### src/rtl/pipe_stage_reg.sv
// rtl/pipe_stage_reg.sv - inter-stage pipeline register with stall/flush and optional perf counters
// Optional counters are built only when PIPE_STAGE_PERF_EN is defined.
module pipe_stage_reg #(
  parameter int DATA_W = 64,
  parameter int CTRL_W = 16,
  parameter int CNT_W  = 16
) (
  input  logic              clk,
  input  logic              reset,
  input  logic              in_valid,
  input  logic [DATA_W-1:0] in_data,
  input  logic [CTRL_W-1:0] in_ctrl,
  input  logic              stall,
  input  logic              flush,
  input  logic              perf_clr,
  output logic              out_valid,
  output logic [DATA_W-1:0] out_data,
  output logic [CTRL_W-1:0] out_ctrl,
  output logic [CNT_W-1:0]  stall_cnt,
  output logic [CNT_W-1:0]  squash_cnt,
  output logic [CNT_W-1:0]  max_stall_run
);

  logic              valid_q;
  logic [DATA_W-1:0] data_q;
  logic [CTRL_W-1:0] ctrl_q;

  // Flush outranks stall; control is zeroed whenever valid is cleared.
  always_ff @(posedge clk) begin
    if (reset) begin
      valid_q <= 1'b0;
      data_q  <= '0;
      ctrl_q  <= '0;
    end else if (flush) begin
      valid_q <= 1'b0;
      ctrl_q  <= '0;
    end else if (!stall) begin
      valid_q <= in_valid;
      data_q  <= in_data;
      ctrl_q  <= in_valid ? in_ctrl : '0;
    end
  end

  assign out_valid = valid_q;
  assign out_data  = data_q;
  assign out_ctrl  = ctrl_q;

`ifdef PIPE_STAGE_PERF_EN
  typedef enum logic {RUN, STALLED} run_state_e;

  localparam logic [CNT_W-1:0] CNT_MAX = {CNT_W{1'b1}};

  run_state_e       state_q, state_d;
  logic [CNT_W-1:0] cur_run_q, cur_run_d;
  logic [CNT_W-1:0] max_run_q, max_run_d;
  logic [CNT_W-1:0] stall_cnt_q, stall_cnt_d;
  logic [CNT_W-1:0] squash_cnt_q, squash_cnt_d;
  logic             eff_stall;

  assign eff_stall = stall && !flush;

  always_ff @(posedge clk) begin
    if (reset) begin
      state_q      <= RUN;
      cur_run_q    <= '0;
      max_run_q    <= '0;
      stall_cnt_q  <= '0;
      squash_cnt_q <= '0;
    end else begin
      state_q      <= state_d;
      cur_run_q    <= cur_run_d;
      max_run_q    <= max_run_d;
      stall_cnt_q  <= stall_cnt_d;
      squash_cnt_q <= squash_cnt_d;
    end
  end

  always_comb begin
    state_d      = eff_stall ? STALLED : RUN;
    cur_run_d    = '0;
    max_run_d    = max_run_q;
    stall_cnt_d  = stall_cnt_q;
    squash_cnt_d = squash_cnt_q;

    if (eff_stall) begin
      cur_run_d = (cur_run_q == CNT_MAX) ? cur_run_q : cur_run_q + 1'b1;
      if (stall_cnt_q != CNT_MAX) stall_cnt_d = stall_cnt_q + 1'b1;
    end else if (state_q == STALLED && cur_run_q > max_run_q) begin
      // Run just ended: fold its length into the high-water mark.
      max_run_d = cur_run_q;
    end

    if (flush && in_valid && squash_cnt_q != CNT_MAX) squash_cnt_d = squash_cnt_q + 1'b1;

    if (perf_clr) begin
      cur_run_d    = '0;
      max_run_d    = '0;
      stall_cnt_d  = '0;
      squash_cnt_d = '0;
    end
  end

  assign stall_cnt     = stall_cnt_q;
  assign squash_cnt    = squash_cnt_q;
  assign max_stall_run = max_run_q;
`else
  logic unused_perf_clr;
  assign unused_perf_clr = perf_clr;

  assign stall_cnt     = '0;
  assign squash_cnt    = '0;
  assign max_stall_run = '0;
`endif

endmodule
### config.mk
export PLATFORM = sky130hd
export DESIGN_NAME = pipe_stage_reg
export DESIGN_NICKNAME = d
export VERILOG_FILES = /design/src/rtl/pipe_stage_reg.sv
export SDC_FILE = /design/constraint.sdc
export NUM_CORES = 1
export LEC_CHECK = 0
export BUFFER_PORTS_ARGS = -buffer_cell sky130_fd_sc_hd__buf_2
export CORE_MARGIN = 5
export CORE_UTILIZATION = 30
export CTS_BUF_LIST = sky130_fd_sc_hd__clkbuf_8 sky130_fd_sc_hd__clkbuf_16
export CTS_CLUSTER_DIAMETER = 40
export DETAILED_ROUTE_END_ITERATION = 8
export PLACE_DENSITY = 0.62
export SYNTH_ARGS = -nofsm -noshare
export SYNTH_HDL_FRONTEND = slang
export SYNTH_SLANG_ARGS = --single-unit
export TNS_END_PERCENT = 1
### constraint.sdc
create_clock -name clk -period 2.33 [get_ports clk]
set_input_delay 0.3495 -clock clk [delete_from_list [all_inputs] [get_ports clk]]
set_output_delay 0.3495 -clock clk [all_outputs]
set_load 0.02 [all_outputs]
==> flow_summary_export.csv <==
group,metric,value,unit
power_and_ir_drop,total_power,3.12,mW
yosys,yosysTopAreaCellShare,43.8,%
worst_setup_path,cp.required,2510,ps
global_routing,grt_overflow,0,
layout,syn_to_final_growth,25.3,%
timing,finalCritPeriodShare,56.0,%
global_routing,antenna_found_initial,0,
floorplanning,start_util,30.7,%
placement,gp_congestion,0.697,
power_and_ir_drop,ir_drop,0.275,mV
route,drtIter0Drc,146,
worst_setup_path,crit_chain,"buf_4, or2_1, a21oi_1",
run,cap_violations,0,
clock_network,cts-buffers-inserted,9,
floorplanning,die_y,121,um
timing,tightestPinTransition,606,ps
global_routing,grt_usage,12.5,%
yosys,synth_warnings,0,
layout,drive_gt1_share,32.5,%
timing,fmax,0.766,GHz
route,wl,9500,um
placement,io_buffers,165,
global_routing,grt_max_degree,72,
worst_setup_path,cp.arrival,1490,ps
yosys,synthTopCellsByArea,"dfxtp_1 44%, or3b_1 15%, a21oi_1 11%",
floorplanning,dieArea,0.0147,mm^2
clock_network,clkTransAtPathRegs,50,ps
route,drtAntennaViolNets,0,
worst_setup_path,critPathTopFamily,"simple AND/OR/NAND/NOR gates",
layout,fill_cells,1278,
timing,setup-tns-final,0,ps
layout,fin_nets,640,
yosys,synth_top_cell_by_area,"dfxtp_1",
placement,dpl_worst_slack,667,ps
yosys,post_synth.cell_area_avg,8.90,um^2
worst_hold_path,hold_path.class,"input port to flip-flop",
route,wl_per_cell,13.1,um
power_and_ir_drop,power.leakage,2.10,nW
clock_network,clockBufferDepth,2,
clock_network,htree_levels,3,
clock_network,root_buffer,"clkbuf_16",
yosys,synth_cell_types,17,
worst_setup_path,slowest_stage,"or2_1",
worst_setup_path,worstSetupPathType,"input port to flip-flop",
timing,rsz0062_at_grt,"no",
yosys,yosysSeqAreaShare,43.8,%
route,drt-vias-per-instance,4.52,
worst_setup_path,max_stage_delay,580,ps
timing,slew_headroom,59.6,%
clock_network,clock_latency,330,ps
yosys,syn_area,0.00370,mm^2
worst_setup_path,endpoint_kind,"flip-flop",
timing,hold_viol,0,
clock_network,cts_resized,0,
timing,period_needed,1310,ps
route,dr_total_vias,3277,
floorplanning,coreArea,0.0121,mm^2
timing,skew,0,ps
yosys,syn_inst,416,
clock_network,cts_tree,"built",
outcome,status,"finished, final reports clean",
layout,mostFrequentLayoutCells,"163 x buf_2, 81 x dfxtp_1, 80 x a21oi_1",
clock_network,cts_setup_buffers,0,
timing,finalSetupViolCount,0,
placement,dp_hpwl,6650,um
placement,place_area,0.00439,mm^2
route,first_pass_iters,4,
clock_network,cts.sinks,81,
route,drc,0,
yosys,ys_seq_elements,81,
power_and_ir_drop,pwr_density_cell,672,mW/mm^2
layout,final_common_cell,"buf_2",
timing,slew_viol_final,0,
worst_setup_path,worst_setup_path_start_kind,"input port",
floorplanning,ios,215,
worst_setup_path,critical_path_buf_inv_count,1,
floorplanning,die_w,121,um
floorplanning,rows,40,
global_routing,grt_pass1_vias,3078,
timing,timing.final.ws_setup,1020,ps
worst_setup_path,worst-path-max-fanout,66,
layout,final_cell_area,0.00464,mm^2
global_routing,grt_pass1_wl,14800,um
clock_network,cts_hold_buffers,0,
layout,n_antenna_cell,0,
[logic make-up (layout without fill, tap and decap cells)]
family                 Yosys count  after routing  synth area share (%)
buffers and inverters           91            185                  16.1
AND/OR/NAND/NOR                 98             98                  20.3
other                            1             48                 0.101
multiplexers                     1              1                 0.270
AO/OA/AOI/OAI                  144            144                  19.5
flip-flops                      81             81                  43.8
[power by group]
| group | total [mW] | leakage (nW) | internal, mW | switching [mW] |
|---|---|---|---|---|
| Combinational | 0.462 | 1.30 | 0.162 | 0.301 |
| Clock | 1.19 | 0.136 | 0.691 | 0.498 |
| Sequential | 1.47 | 0.661 | 1.44 | 0.0249 |
[worst register-to-register path: stages (launching register included)]
cell	delay, ps
dfxtp_1	330
o21ai_0	80
a21oi_1	170
[per-stage QoR]
stage          cells  hold WS (ps)  utilization, %
2_1_floorplan    463           516               -
3_3_place_gp     711           440            36.4
3_5_place_dp     711           453            36.4
4_1_cts          725           272            38.5
5_1_grt          725           273            38.5
6_report         725           294            38.5
[layout make-up]
type	count	area [um^2]	share of cell area (%)
multi-input combinational	291	1660	35.8
sequential	81	1620	35.0
timing repair buffer	171	901	19.4
clock buffer	9	225	4.85
tap	168	210	4.53
clock inverter	5	20.0	0.431
[synth_stat cells (all sizes together)]
| library cell | number |
|---|---|
| dfxtp | 81 |
| clkbuf | 29 |
| or3b | 64 |
| buf | 62 |
| or2 | 1 |
| a21oi | 80 |
| conb | 1 |
| nand2 | 16 |
| o21ai | 64 |
| nand3b | 16 |
| nor2 | 1 |
| mux2i | 1 |
[routing by layer]
layer | part of all wire (%) | vias to the layer above | track usage [%]
li1 | - | 1629 | -
met4 | 1.6 | 0 | 3.90
met5 | 0 | - | 0
met3 | 10 | 10 | 6.01
met1 | 42 | 1492 | 14.3
met2 | 46 | 146 | 20.4
[worst paths after layout]
path	from	slack [ps]	to	cells past startpoint
setup / recovery	flush	1020	out_ctrl[10]	3
hold / removal	in_ctrl[14]	290	out_ctrl[14]	3
setup reg to reg	out_data[36]	1670	out_data[36]	2
hold reg to reg	out_ctrl[15]	460	out_ctrl[15]	2
[flip-flops by register name, summed over array words and instances (netlist names)]
signal,flops
out_data,64
out_ctrl,16
out_valid,1
(Power assumes the default switching activity.)
